File: src/rtl/traffic_pkg.sv
// Shared types for the traffic light controller and its
// emergency preemption front end.
package traffic_pkg;

  localparam int NUM_ROADS = 4;

  typedef enum logic [1:0] {
    ST_IDLE  = 2'd0,
    ST_GRANT = 2'd1,
    ST_CLEAR = 2'd2
  } state_t;

  typedef logic [1:0] road_t;

  localparam road_t ROAD_M1 = 2'd0;
  localparam road_t ROAD_M2 = 2'd1;
  localparam road_t ROAD_MT = 2'd2;
  localparam road_t ROAD_S  = 2'd3;

endpackage

File: src/rtl/emergency_debounce.sv
// Per-road detector qualifier: saturating run-length counter,
// qual is high while the run has reached DEBOUNCE_CYCLES.
module emergency_debounce #(
  parameter int DEBOUNCE_CYCLES = 4
) (
  input  logic clk,
  input  logic rst_n,
  input  logic req_i,
  output logic qual_o
);

  localparam int CW = $clog2(DEBOUNCE_CYCLES + 1);
  localparam logic [CW-1:0] CMAX = CW'(DEBOUNCE_CYCLES);

  logic [CW-1:0] cnt_q, cnt_d;
  logic          qual_q;

  always_comb begin
    cnt_d = '0;
    if (req_i) begin
      cnt_d = (cnt_q == CMAX) ? cnt_q : cnt_q + CW'(1);
    end
  end

  always_ff @(posedge clk or negedge rst_n) begin
    if (!rst_n) begin
      cnt_q  <= '0;
      qual_q <= 1'b0;
    end else begin
      cnt_q  <= cnt_d;
      qual_q <= (cnt_d == CMAX);
    end
  end

  assign qual_o = qual_q;

endmodule

File: src/rtl/emergency_preempt_ctrl.sv
// Emergency preemption: debounce, round-robin arbitration,
// bounded grant hold and a clearance gap between grants.
module emergency_preempt_ctrl
  import traffic_pkg::*;
#(
  parameter int DEBOUNCE_CYCLES = 4,
  parameter int MIN_HOLD_CYCLES = 3,
  parameter int MAX_HOLD_CYCLES = 32,
  parameter int CLEAR_CYCLES    = 5
) (
  input  logic                 clk,
  input  logic                 rst_n,
  input  logic [NUM_ROADS-1:0] req_raw,
  output logic                 emergency_vehicle,
  output road_t                emergency_road,
  output logic                 busy,
  output logic                 timeout,
  output logic [NUM_ROADS-1:0] lockout
);

  localparam int HW = $clog2(MAX_HOLD_CYCLES + 1);
  localparam int CLW = $clog2(CLEAR_CYCLES + 1);
  localparam logic [HW-1:0] HMIN = HW'(MIN_HOLD_CYCLES);
  localparam logic [HW-1:0] HMAX = HW'(MAX_HOLD_CYCLES);
  localparam logic [CLW-1:0] CLAST = CLW'(CLEAR_CYCLES - 1);

  state_t               state_q, state_d;
  logic [HW-1:0]        hold_q, hold_d;
  logic [CLW-1:0]       clr_q, clr_d;
  road_t                last_q, last_d;
  road_t                road_q, road_d;
  logic                 ev_q, ev_d;
  logic                 busy_q, busy_d;
  logic                 to_q, to_d;
  logic [NUM_ROADS-1:0] lock_q, lock_d;

  logic [NUM_ROADS-1:0] qual;
  logic [NUM_ROADS-1:0] elig;
  logic                 win_found;
  road_t                win_road;
  road_t                cand;
  logic                 to_fire;

  for (genvar i = 0; i < NUM_ROADS; i++) begin : g_db
    emergency_debounce #(
      .DEBOUNCE_CYCLES(DEBOUNCE_CYCLES)
    ) u_db (
      .clk   (clk),
      .rst_n (rst_n),
      .req_i (req_raw[i]),
      .qual_o(qual[i])
    );
  end

  assign elig = qual & ~lock_q;

  // Search starts just after the last winner so every road gets a turn.
  always_comb begin
    win_found = 1'b0;
    win_road  = last_q;
    cand      = '0;
    for (int k = 1; k <= NUM_ROADS; k++) begin
      cand = last_q + road_t'(k);
      if (!win_found && elig[cand]) begin
        win_found = 1'b1;
        win_road  = cand;
      end
    end
  end

  assign to_fire = (state_q == ST_GRANT) && (hold_q == HMAX);

  always_ff @(posedge clk or negedge rst_n) begin
    if (!rst_n) begin
      state_q <= ST_IDLE;
      hold_q  <= '0;
      clr_q   <= '0;
      last_q  <= ROAD_S;
      road_q  <= ROAD_M1;
      ev_q    <= 1'b0;
      busy_q  <= 1'b0;
      to_q    <= 1'b0;
      lock_q  <= '0;
    end else begin
      state_q <= state_d;
      hold_q  <= hold_d;
      clr_q   <= clr_d;
      last_q  <= last_d;
      road_q  <= road_d;
      ev_q    <= ev_d;
      busy_q  <= busy_d;
      to_q    <= to_d;
      lock_q  <= lock_d;
    end
  end

  always_comb begin
    state_d = state_q;
    hold_d  = hold_q;
    clr_d   = clr_q;
    unique case (state_q)
      ST_IDLE: begin
        if (win_found) begin
          state_d = ST_GRANT;
          hold_d  = HW'(1);
        end
      end
      ST_GRANT: begin
        hold_d = hold_q + HW'(1);
        if (to_fire || (!qual[road_q] && hold_q >= HMIN)) begin
          state_d = ST_CLEAR;
          clr_d   = '0;
        end
      end
      ST_CLEAR: begin
        if (clr_q == CLAST) begin
          state_d = ST_IDLE;
        end else begin
          clr_d = clr_q + CLW'(1);
        end
      end
      default: state_d = ST_IDLE;
    endcase
  end

  // Lockout clears as soon as the road's raw input drops.
  always_comb begin
    ev_d   = (state_d == ST_GRANT);
    busy_d = (state_d != ST_IDLE);
    to_d   = to_fire;
    road_d = road_q;
    last_d = last_q;
    if (state_q == ST_IDLE && win_found) begin
      road_d = win_road;
      last_d = win_road;
    end
    lock_d = lock_q;
    if (to_fire) begin
      lock_d = lock_d | (NUM_ROADS'(1) << road_q);
    end
    lock_d = lock_d & req_raw;
  end

  assign emergency_vehicle = ev_q;
  assign emergency_road    = road_q;
  assign busy              = busy_q;
  assign timeout           = to_q;
  assign lockout           = lock_q;

endmodule

File: config.mk
export PLATFORM = sky130hd
export DESIGN_NAME = emergency_preempt_ctrl
export DESIGN_NICKNAME = d
export VERILOG_FILES = /design/src/rtl/traffic_pkg.sv /design/src/rtl/emergency_debounce.sv /design/src/rtl/emergency_preempt_ctrl.sv
export SDC_FILE = /design/constraint.sdc
export NUM_CORES = 1
export LEC_CHECK = 0
export ABC_AREA = 1
export CORE_UTILIZATION = 50
export DETAILED_ROUTE_END_ITERATION = 6
export PLACE_DENSITY = 0.67
export SYNTH_ARGS = -nofsm -noshare
export SYNTH_HDL_FRONTEND = slang
export SYNTH_SLANG_ARGS = --single-unit
File: constraint.sdc
create_clock -name clk -period 2.04 [get_ports clk]
set_clock_uncertainty 0.2 [all_clocks]
set_input_delay 0.408 -clock clk [delete_from_list [all_inputs] [get_ports clk]]
set_output_delay 0.408 -clock clk [all_outputs]
set_load 0.05 [all_outputs]
==> impl_metrics.env, run 1 <==
export IMPL_cts_htree_levels=2
export IMPL_crit_path_max_fanout=8
export IMPL_critPathKind="register to register"
export IMPL_io_buffer_count=14
export IMPL_power_frac_seq_pct=30.2
export IMPL_clock_path_buffers=2
export IMPL_worst_skew_pair_late_latency_ps=290
export IMPL_grt_antenna_before_repair=0
export IMPL_syn_mean_instance_area_sq_um=8.44
export IMPL_fin_crit_sh_pct=95.0
export IMPL_worstHoldPathType="register to register"
export IMPL_max_slew_margin_rel_pct=68.7
export IMPL_syn_nets=283
export IMPL_fin_setup_tns_ps=0
export IMPL_critical_path_required_ps=2070
export IMPL_timing_critical_path_arrival_ps=1960
export IMPL_holdWs_ps=310
export IMPL_postSynth_asyncResetShare_pct=100
export IMPL_drtAntennaViolNets=0
export IMPL_ys_seq_elements=38
export IMPL_pin_count_of_the_biggest_net_entering_global_routing=39
export IMPL_num_vias=1718
export IMPL_vdd_ir_drop_worst_v=0.00101
export IMPL_synthesis_area_sq_mm=0.00219
export IMPL_tritoncts="yes"
export IMPL_relative_contribution_of_combinational_cells_to_total_power_pct=50.2
export IMPL_row_count=23
export IMPL_wire_length_of_the_first_global_routing_pass_mm=7.08
export IMPL_layout_area_overhead_vs_synth_pct=17.6
export IMPL_post_route_cells_drive_above_1_share_pct=18.0
export IMPL_power_leakage_nw=1.34
export IMPL_setup_worst_path_start_class="register"
export IMPL_core_box_area_sq_mm=0.00412
export IMPL_numClockSinks=38
export IMPL_post_drt_via_cell_ratio=5.07
export IMPL_timing_worst_slew_pin_value_ps=470
export IMPL_period_minus_slack_ps=1940
export IMPL_grt_overflow=0
export IMPL_gpl_final_weighted_congestion=0.855
export IMPL_die_area_sq_mm=0.00466
export IMPL_antennaDiodeCount=0
export IMPL_root_buffer="sky130_fd_sc_hd__clkbuf_8"
export IMPL_syn_instance_count=260
export IMPL_fmax_mhz=516
export IMPL_half_perimeter_wire_length_of_the_detailed_placement_result_mm=2.99
export IMPL_drt_initial_drc_count=100
export IMPL_switching_share_of_total_power_pct=43.6
export IMPL_total_wirelength_mm=3.95
export IMPL_pwr_density_cell_mw_per_mm2=1490
export IMPL_setup_violations_final=0
export IMPL_global_route_usage_total_pct=20.5
export IMPL_number_of_iterations_in_the_first_detailed_routing_pass=4
export IMPL_yosysUniqueCellTypes=27
export IMPL_net_switching_power_figure_mw=1.67
export IMPL_grt_pass1_vias=1645
export IMPL_power_clock_fraction_pct=19.6
export IMPL_initial_core_utilization_pct=53.3
export IMPL_drt_wirelength_per_cell_um=11.6
export IMPL_critPathCaptureType="register"
export IMPL_max_cap_violations=0
export IMPL_worst_setup_hold_path_clk_slew_ps=70
export IMPL_pin_count=15
export IMPL_synth_edff_count=0
export IMPL_yosysWarningCount=0
export IMPL_synthFlopType="sky130_fd_sc_hd__dfrtp_1"
export IMPL_detail_route_drc_violations=0
export IMPL_number_of_cts_inserted_buffers=5
export IMPL_run_status="complete, no violations"
export IMPL_p_int_mw=2.16
export IMPL_timing_hold_violations_final=0
export IMPL_synth_yosys_seq_area_share_pct=43.4
export IMPL_die_w_um=68.3
export IMPL_layout_nets=311
export IMPL_die_height_um=68.3
export IMPL_maxSlewViolCount=0
power groups by stage:
stage                     Clock (mW)  Sequential [mW]  Combinational (mW)
after floorplan                    0             1.24                1.35
after global placement             0             1.18                1.75
after detailed placement           0             1.17                1.78
after CTS                      0.775             1.16                1.78
after global routing           0.808             1.19                2.20
final                          0.751             1.16                1.93
repair_timing:
action	in CTS	in global routing
hold buffers	1	0
endpoints found under the setup margin	0	10
hold endpoints to repair	36	0
gates resized for setup	0	6
setup buffers	0	5
sequential cells by signal, indices dropped and copies added (netlist names):
name	flops
emergency_vehicle	1
g_db.u_db.cnt_q	12
emergency_road	2
lockout	4
clr_q	3
timeout	1
last_q	2
g_db.u_db.qual_o	4
state_q	2
hold_q	6
busy	1
area by class of cell:
type | instances | area [sq um]
fill | 365 | 1540
multi-input combinational | 182 | 1100
inverter | 38 | 148
clock inverter | 3 | 68.8
clock buffer | 5 | 68.8
timing repair buffer | 23 | 183
sequential | 38 | 953
tap | 50 | 62.6
through the flow:
| step | area, sq um | power, mW | setup slack [ps] | util (%) | cells |
|---|---|---|---|---|---|
| finish | 2580 | 3.84 | 103 | 62.7 | 339 |
| global route | 2580 | 4.20 | -24.5 | 62.7 | 339 |
| CTS | 2520 | 3.72 | 92.3 | 61.2 | 334 |
| detailed placement | 2370 | 2.95 | 86.1 | 57.6 | 325 |
| global placement | 2370 | 2.93 | 153 | 57.6 | 325 |
| floorplan | 2190 | 2.58 | 186 | - | 260 |
routing by layer:
layer  up-vias  track usage, %  part of all wire (%)  wire [um]
met3         7            5.00                   2.9        115
li1        895               -                     -          -
met1       789            28.8                    50       1990
met4         0            6.25                   1.4         54
met5         -               0                     0          0
met2        27            31.0                    45       1790
Yosys cell counts, types with 2 or more instances:
library cell              instances  area, sq um
sky130_fd_sc_hd__a21oi_1         12         60.1
sky130_fd_sc_hd__ha_1            17          213
sky130_fd_sc_hd__nand2_2          6         37.5
sky130_fd_sc_hd__xor2_1           6         52.6
sky130_fd_sc_hd__nand3_2          2         20.0
sky130_fd_sc_hd__dfstp_2          2         52.6
sky130_fd_sc_hd__nor2_1          14         52.6
sky130_fd_sc_hd__o21ai_0         11         55.1
sky130_fd_sc_hd__inv_2            2         7.51
sky130_fd_sc_hd__nand2_4          4         45.0
sky130_fd_sc_hd__dfrtp_1         36          901
sky130_fd_sc_hd__inv_1           35          131
sky130_fd_sc_hd__nor3b_1          2         15.0
sky130_fd_sc_hd__nand2_1         55          206
sky130_fd_sc_hd__nand4_1          3         18.8
sky130_fd_sc_hd__buf_6            2         22.5
sky130_fd_sc_hd__nand3_1         38          190
sky130_fd_sc_hd__xnor2_1          3         26.3
sky130_fd_sc_hd__nor2_2           2         12.5
worst max-delay path, stage by stage (launching register included):
cell and delay (ps):
sky130_fd_sc_hd__dfstp_2 630, sky130_fd_sc_hd__buf_4 140, sky130_fd_sc_hd__nand3_1 140, sky130_fd_sc_hd__nand3_2 140, sky130_fd_sc_hd__nand2_4 90, sky130_fd_sc_hd__nand4_2 90
sky130_fd_sc_hd__nand2_4 100, sky130_fd_sc_hd__buf_4 160, sky130_fd_sc_hd__inv_2 50, sky130_fd_sc_hd__nand2_1 70, sky130_fd_sc_hd__nand2_1 70
cells in the final DEF, fill, tap and decap left out:
cell type                          n
sky130_fd_sc_hd__clkdlybuf4s50_1   4
sky130_fd_sc_hd__a21boi_0          1
sky130_fd_sc_hd__dfstp_2           2
sky130_fd_sc_hd__xor2_1            6
sky130_fd_sc_hd__o21ai_0          10
sky130_fd_sc_hd__a31oi_1           1
sky130_fd_sc_hd__nand3_4           1
sky130_fd_sc_hd__clkbuf_8          5
sky130_fd_sc_hd__buf_2             1
sky130_fd_sc_hd__nor2_1           14
sky130_fd_sc_hd__a21oi_2           1
sky130_fd_sc_hd__nor2_2            2
sky130_fd_sc_hd__inv_2             2
sky130_fd_sc_hd__nand2_1          55
sky130_fd_sc_hd__nand4_2           1
sky130_fd_sc_hd__dlygate4sd3_1     1
sky130_fd_sc_hd__bufinv_16         2
sky130_fd_sc_hd__nor3b_1           2
sky130_fd_sc_hd__o21ai_1           1
sky130_fd_sc_hd__buf_4            17
sky130_fd_sc_hd__inv_1            35
sky130_fd_sc_hd__dfrtp_1          36
sky130_fd_sc_hd__clkinv_4          1
sky130_fd_sc_hd__nand3_1          35
sky130_fd_sc_hd__ha_1             17
sky130_fd_sc_hd__nand2_2           4
sky130_fd_sc_hd__xnor2_1           3
sky130_fd_sc_hd__inv_6             1
sky130_fd_sc_hd__nand4_1           3
sky130_fd_sc_hd__or2_2             1
sky130_fd_sc_hd__o211ai_1          1
sky130_fd_sc_hd__a21oi_1          12
sky130_fd_sc_hd__nand3_2           5
sky130_fd_sc_hd__nand2_4           6
worst paths after layout:
check,from,end,slack (ps),cells after the start
setup reg to reg,last_q[0]$_DFFE_PN1P_,emergency_road[1]$_DFFE_PN0P_,100,10
setup / recovery,last_q[0]$_DFFE_PN1P_,emergency_road[1]$_DFFE_PN0P_,100,10
hold / removal,g_db[3].u_db.cnt_q[0]$_DFF_PN0_,g_db[3].u_db.cnt_q[0]$_DFF_PN0_,310,1
max in group asynchronous,rst_n,last_q[0]$_DFFE_PN1P_,790,3
min in group asynchronous,rst_n,g_db[0].u_db.cnt_q[0]$_DFF_PN0_,490,3
hold reg to reg,g_db[3].u_db.cnt_q[0]$_DFF_PN0_,g_db[3].u_db.cnt_q[0]$_DFF_PN0_,310,1
cells by family (layout without fill, tap and decap cells):
group | Yosys count | in the layout | share of synthesized area [%]
simple gates | 129 | 129 | 28.9
buf+inv | 40 | 69 | 7.75
fa+ha+maj | 17 | 17 | 9.69
flops | 38 | 38 | 43.4
compound gates | 27 | 27 | 6.61
xor+xnor | 9 | 9 | 3.59
No activity file was read; power rests on OpenSTA's default activity.
==> run 2: changes to the inputs <==
--- a/config.mk
+++ b/config.mk
@@ -6,6 +6,7 @@
 export NUM_CORES = 1
 export LEC_CHECK = 0
 export ABC_AREA = 1
+export CORE_ASPECT_RATIO = 0.8
 export CORE_UTILIZATION = 50
 export DETAILED_ROUTE_END_ITERATION = 6
 export PLACE_DENSITY = 0.67
==> run 2 against run 1 <==
Combinational power shrank 4%. Setup slack lost 3.2 ps. Flip-flop and latch count is the same. Critical path type unchanged. Critical endpoint unchanged. Largest power group unchanged.
==> impl_metrics.env, run 2 (synthesis results as in run 1) <==
export IMPL_largest_reg_flops=12
export IMPL_reg_top3="g_db.u_db.cnt_q x12, hold_q x6"
export IMPL_detail_route_drc_violations=0
export IMPL_drt_initial_drc_count=156
export IMPL_critPathSlowestCell="sky130_fd_sc_hd__dfstp_2"
export IMPL_crit_buf_inv=2
export IMPL_pin_count_of_the_biggest_net_entering_global_routing=39
export IMPL_post_route_cells_drive_above_1_share_pct=15.7
export IMPL_layout_nets=308
export IMPL_setup_worst_path_start_class="register"
export IMPL_hold_path_cell_count=1
export IMPL_hold_critical_path_endpoint="g_db[2].u_db.cnt_q[2]$_DFF_PN0_"
export IMPL_worst_setup_hold_path_clk_slew_ps=70
export IMPL_core_box_area_sq_mm=0.00420
export IMPL_max_slew_margin_rel_pct=68.4
export IMPL_run_status="complete, no violations"
export IMPL_crit_path_max_fanout=7
export IMPL_drtAntennaViolNets=0
export IMPL_total_wirelength_mm=4.04
export IMPL_ff_to_ff_start="last_q[0]$_DFFE_PN1P_"
export IMPL_hold_path_startpoint="g_db[2].u_db.cnt_q[2]$_DFF_PN0_"
export IMPL_global_route_usage_total_pct=19.8
export IMPL_die_w_um=76.1
export IMPL_largest_register="g_db.u_db.cnt_q"
export IMPL_number_of_iterations_in_the_first_detailed_routing_pass=4
export IMPL_grt_pass1_vias=1550
export IMPL_maxSlewViolCount=0
export IMPL_post_drt_via_cell_ratio=4.94
export IMPL_numClockSinks=38
export IMPL_timing_critical_path_arrival_ps=1930
export IMPL_worstHoldPathType="register to register"
export IMPL_vdd_ir_drop_worst_v=0.000694
export IMPL_critPathCaptureType="register"
export IMPL_worst_skew_pair_late_latency_ps=290
export IMPL_fmax_mhz=515
export IMPL_pwr_density_cell_mw_per_mm2=1400
export IMPL_cts_htree_levels=2
export IMPL_die_area_sq_mm=0.00466
export IMPL_timing_critical_path_max_delay_family="simple AND/OR/NAND/NOR gates"
export IMPL_layout_commonest_cell="sky130_fd_sc_hd__nand2_1"
export IMPL_die_height_um=61.3
export IMPL_fin_setup_tns_ps=0
export IMPL_max_stage_delay_ps=630
export IMPL_critPathKind="register to register"
export IMPL_number_of_cts_inserted_buffers=5
export IMPL_period_minus_slack_ps=1940
export IMPL_worstPathCellList="buf_4, nand3_1, nand3_1, nand2_2, inv_1, nand3_1, nand3_1, nand3_1, nand2_1, nand2_1"
export IMPL_critPathMostFrequentCell="sky130_fd_sc_hd__nand3_1"
export IMPL_tritoncts="yes"
export IMPL_worst_reg_to_reg_setup_slack_ps=100
export IMPL_half_perimeter_wire_length_of_the_detailed_placement_result_mm=3.03
export IMPL_timing_hold_violations_final=0
export IMPL_setup_violations_final=0
export IMPL_grt_overflow=0
export IMPL_row_count=21
export IMPL_cp_depth=10
export IMPL_drt_wirelength_per_cell_um=11.8
export IMPL_antennaDiodeCount=0
export IMPL_mostFrequentLayoutCells="55 x sky130_fd_sc_hd__nand2_1, 36 x sky130_fd_sc_hd__nand3_1, 36 x sky130_fd_sc_hd__dfrtp_1"
export IMPL_layout_area_overhead_vs_synth_pct=14.1
export IMPL_fin_crit_sh_pct=95.1
export IMPL_initial_core_utilization_pct=52.2
export IMPL_gpl_final_weighted_congestion=0.858
export IMPL_grt_setup_unrepaired="no"
export IMPL_max_cap_violations=0
export IMPL_root_buffer="sky130_fd_sc_hd__clkbuf_8"
export IMPL_pin_count=15
export IMPL_clock_path_buffers=2
export IMPL_num_vias=1694
export IMPL_reg2regPathDepth=10
export IMPL_wire_length_of_the_first_global_routing_pass_mm=7.04
export IMPL_critical_path_required_ps=2020
export IMPL_timing_worst_slew_pin_value_ps=474
export IMPL_finish_cell_count_without_fillers=343
export IMPL_worstReg2RegEnd="emergency_road[1]$_DFFE_PN0P_"
export IMPL_io_buffer_count=14
export IMPL_numPlacedInstances=332
export IMPL_power_leakage_nw=1.29
export IMPL_grt_antenna_before_repair=0
[run 2: changes by cell type in the layout (fill, tap and decap cells not counted), sizes merged]
| cell | before | now |
|---|---|---|
| clkbuf | 5 | 8 |
| clkinv | 1 | 0 |
| buf | 18 | 15 |
| bufinv | 2 | 0 |
[run 2: worst max-delay path by stage]
stage / end / from / slack (ps)
after floorplan: busy$_DFF_PN0_ / lockout[3]$_DFF_PN0_ / 190
after global placement: hold_q[0]$_DFFE_PN0P_ / last_q[0]$_DFFE_PN1P_ / 100
after detailed placement: hold_q[0]$_DFFE_PN0P_ / last_q[0]$_DFFE_PN1P_ / 40
after CTS: hold_q[0]$_DFFE_PN0P_ / last_q[0]$_DFFE_PN1P_ / 30
after global routing: hold_q[0]$_DFFE_PN0P_ / last_q[0]$_DFFE_PN1P_ / 1
final: emergency_road[1]$_DFFE_PN0P_ / last_q[0]$_DFFE_PN1P_ / 100
[run 2: timing repair]
| item | in CTS | in global routing |
|---|---|---|
| setup endpoints to repair | 0 | 10 |
| buffers inserted | 0 | 2 |
| endpoints found under the hold margin | 36 | 0 |
| resized for setup | 0 | 4 |
| hold buffers | 1 | 0 |
[run 2: metal layers]
metal  vias to the layer above  share of wire, %  global-route usage, %
li1                        879                 -                      -
met1                       772                52                   27.9
met2                        38                42                   29.9
met3                         5               4.4                   5.93
met4                         0               1.1                   5.77
met5                         -                 0                      0
[run 2: report_power, final]
| part | internal [mW] | leakage, nW | switching, mW |
|---|---|---|---|
| registers | 0.959 | 0.499 | 0.187 |
| logic | 0.655 | 0.755 | 1.21 |
| clock network | 0.243 | 0.0395 | 0.251 |
[run 2: worst reg2reg max path: stages (launching register included)]
cell,delay [ps]
sky130_fd_sc_hd__dfstp_2,630
sky130_fd_sc_hd__buf_4,140
sky130_fd_sc_hd__nand3_1,140
sky130_fd_sc_hd__nand3_1,140
sky130_fd_sc_hd__nand2_2,60
sky130_fd_sc_hd__inv_1,80
sky130_fd_sc_hd__nand3_1,120
sky130_fd_sc_hd__nand3_1,100
sky130_fd_sc_hd__nand3_1,90
sky130_fd_sc_hd__nand2_1,90
sky130_fd_sc_hd__nand2_1,50
[run 2: area by class of cell]
cell class / count / area (sq um)
clock buffers: 8 / 80.1
fillers: 392 / 1700
inverters: 38 / 148
multi-input cells: 182 / 1090
flip-flops and latches: 38 / 953
well taps: 57 / 71.3
repair buffers: 20 / 160
[run 2: stage by stage]
| step | utilization, % | hold slack (ps) | setup slack, ps | power, mW | instance area [sq um] |
|---|---|---|---|---|---|
| after CTS | 58.7 | 318 | 34.6 | 3.45 | 2470 |
| after global routing | 59.6 | 348 | 1.21 | 3.83 | 2500 |
| final | 59.6 | 320 | 99.5 | 3.50 | 2500 |
| after global placement | 56.6 | 288 | 98.1 | 2.92 | 2380 |
| after detailed placement | 56.6 | 293 | 43.8 | 2.94 | 2380 |
| after floorplan | - | -87.6 | 186 | 2.58 | 2190 |
==> run 3: changes to the inputs <==
--- a/config.mk
+++ b/config.mk
@@ -7,6 +7,7 @@
 export LEC_CHECK = 0
 export ABC_AREA = 1
 export CORE_ASPECT_RATIO = 0.8
+export CORE_MARGIN = 3
 export CORE_UTILIZATION = 50
 export DETAILED_ROUTE_END_ITERATION = 6
 export PLACE_DENSITY = 0.67
==> run 3 against run 2 <==
Via count is 1.7% lower. Final cell count is 0.87% lower. Wire length is 1.8% higher. Power is 2.7% higher. Hold slack worse by 7.3 ps. Critical path type unchanged. Register-to-register slack better by 20 ps. Clock power is 22% higher. Setup slack better by 21 ps. Critical path depth is 1 lower. Sequential power hardly changed.
==> impl_metrics.env, run 3 (synthesis results as in run 1) <==
export IMPL_run_status="complete, no violations"
export IMPL_grt_pass1_vias=1652
export IMPL_switching_share_of_total_power_pct=45.8
export IMPL_fmax_mhz=521
export IMPL_critPathKind="register to register"
export IMPL_die_area_sq_mm=0.00522
export IMPL_setup_worst_path_start_class="register"
export IMPL_dpl_instance_area_sq_mm=0.00238
export IMPL_timing_critical_path_max_delay_family="simple AND/OR/NAND/NOR gates"
export IMPL_period_minus_slack_ps=1920
export IMPL_maxSlewViolCount=0
export IMPL_layout_area_overhead_vs_synth_pct=14.7
export IMPL_timing_worst_slew_pin_value_ps=469
export IMPL_pin_count_of_the_biggest_net_entering_global_routing=39
export IMPL_core_box_area_sq_mm=0.00400
export IMPL_root_buffer="sky130_fd_sc_hd__clkbuf_8"
export IMPL_die_w_um=80.1
export IMPL_final_design_area_no_fill_sq_mm=0.00252
export IMPL_critPathSlowestCell="sky130_fd_sc_hd__dfstp_2"
export IMPL_max_cap_violations=0
export IMPL_grt_antenna_before_repair=0
export IMPL_worst_skew_pair_late_latency_ps=290
export IMPL_max_stage_delay_ps=620
export IMPL_antennaDiodeCount=0
export IMPL_p_total_mw=3.60
export IMPL_worstPathCellList="buf_4, nand3_1, nand3_1, nand2_2, nand4_2, nand2_4, buf_4, nand3_1, nand2_1"
export IMPL_detail_route_drc_violations=0
export IMPL_power_frac_seq_pct=32.1
export IMPL_grt_overflow=0
export IMPL_cts_htree_levels=2
export IMPL_drtAntennaViolNets=0
export IMPL_mostFrequentLayoutCells="55 x sky130_fd_sc_hd__nand2_1, 37 x sky130_fd_sc_hd__nand3_1, 36 x sky130_fd_sc_hd__dfrtp_1"
export IMPL_gpl_final_weighted_congestion=0.842
export IMPL_max_slew_margin_rel_pct=68.8
export IMPL_critPathMostFrequentCell="sky130_fd_sc_hd__nand3_1"
export IMPL_critical_path_required_ps=2020
export IMPL_row_count=20
export IMPL_layout_commonest_cell="sky130_fd_sc_hd__nand2_1"
export IMPL_number_of_cts_inserted_buffers=5
export IMPL_pin_count=15
export IMPL_fin_crit_sh_pct=94.1
export IMPL_power_leakage_nw=1.30
export IMPL_io_buffer_count=14
export IMPL_crit_path_max_fanout=8
export IMPL_post_drt_via_cell_ratio=4.90
export IMPL_relative_contribution_of_combinational_cells_to_total_power_pct=51.2
export IMPL_crit_buf_inv=2
export IMPL_clock_path_buffers=2
export IMPL_numClockSinks=38
export IMPL_p_int_mw=1.95
export IMPL_timing_hold_violations_final=0
export IMPL_num_vias=1666
export IMPL_critPathCaptureType="register"
export IMPL_net_switching_power_figure_mw=1.65
export IMPL_initial_core_utilization_pct=54.8
export IMPL_drt_wirelength_per_cell_um=12.1
export IMPL_global_route_usage_total_pct=18.3
export IMPL_half_perimeter_wire_length_of_the_detailed_placement_result_mm=3.14
export IMPL_reg_top3="g_db.u_db.cnt_q x12, hold_q x6"
export IMPL_largest_register="g_db.u_db.cnt_q"
export IMPL_drt_initial_drc_count=145
export IMPL_worst_setup_hold_path_clk_slew_ps=80
export IMPL_number_of_iterations_in_the_first_detailed_routing_pass=4
export IMPL_layout_nets=307
export IMPL_wire_length_of_the_first_global_routing_pass_mm=7.45
export IMPL_worstHoldPathType="register to register"
export IMPL_die_height_um=65.3
export IMPL_setup_violations_final=0
export IMPL_timing_critical_path_arrival_ps=1900
export IMPL_total_wirelength_mm=4.11
export IMPL_pwr_density_cell_mw_per_mm2=1430
export IMPL_largest_reg_flops=12
export IMPL_power_clock_fraction_pct=16.7
export IMPL_post_route_cells_drive_above_1_share_pct=16.5
export IMPL_tritoncts="yes"
export IMPL_vdd_ir_drop_worst_v=0.00110
## run 3: cell count changes in the layout (fill, tap and decap cells not counted), sizes merged
cell,before,now
buf,15,14
## run 3: layout make-up
| class | instances | area, sq um |
|---|---|---|
| repair buffers | 19 | 153 |
| fillers | 363 | 1490 |
| inverters | 38 | 148 |
| well taps | 55 | 68.8 |
| multi-input cells | 182 | 1080 |
| clock buffers | 8 | 110 |
| flip-flops and latches | 38 | 953 |
## run 3: metal layers
metal  global-route usage, %  routed length [um]  vias to the layer above  share of wire (%)
li1                        -                   -                      882                  -
met3                    3.70                 133                        5                3.2
met4                    5.70                  49                        0                1.2
met5                       0                   0                        -                  0
met1                    27.5                2210                      750                 54
met2                    26.3                1720                       29                 42
## run 3: what timing repair did
item	4_1_cts	5_1_grt
gates resized for setup	0	7
setup endpoints to repair	0	10
buffers inserted	0	1
hold buffers	1	0
hold endpoints to repair	36	0
## run 3: per-stage QoR
step / setup WS [ps] / hold slack, ps / std cells / setup TNS, ps / utilization (%)
global placement: 136 / 281 / 330 / 0 / 59.3
global route: -1.60 / 346 / 340 / -1.60 / 62.8
CTS: 55.1 / 315 / 339 / 0 / 62.3
detailed placement: 70.6 / 283 / 330 / 0 / 59.3
finish: 120 / 313 / 340 / 0 / 62.8
floorplan: 186 / -87.6 / 260 / 0 / -
## run 3: power by group through the flow
stage | logic (mW) | registers (mW) | clock network [mW]
2_1_floorplan | 1.35 | 1.24 | 0
3_3_place_gp | 1.76 | 1.17 | 0
3_5_place_dp | 1.78 | 1.17 | 0
4_1_cts | 1.79 | 1.16 | 0.620
5_1_grt | 2.08 | 1.19 | 0.651
6_report | 1.84 | 1.15 | 0.599
## run 3: worst paths after layout
check | to | cells after the start | startpoint | slack (ps)
worst max register to register | hold_q[0]$_DFFE_PN0P_ | 9 | last_q[0]$_DFFE_PN1P_ | 120
min in group asynchronous | clr_q[2]$_DFFE_PN0P_ | 3 | rst_n | 500
worst min-delay path | g_db[3].u_db.cnt_q[0]$_DFF_PN0_ | 1 | g_db[3].u_db.cnt_q[0]$_DFF_PN0_ | 310
worst min register to register | g_db[3].u_db.cnt_q[0]$_DFF_PN0_ | 1 | g_db[3].u_db.cnt_q[0]$_DFF_PN0_ | 310
max in group asynchronous | last_q[0]$_DFFE_PN1P_ | 3 | rst_n | 790
worst max-delay path | hold_q[0]$_DFFE_PN0P_ | 9 | last_q[0]$_DFFE_PN1P_ | 120
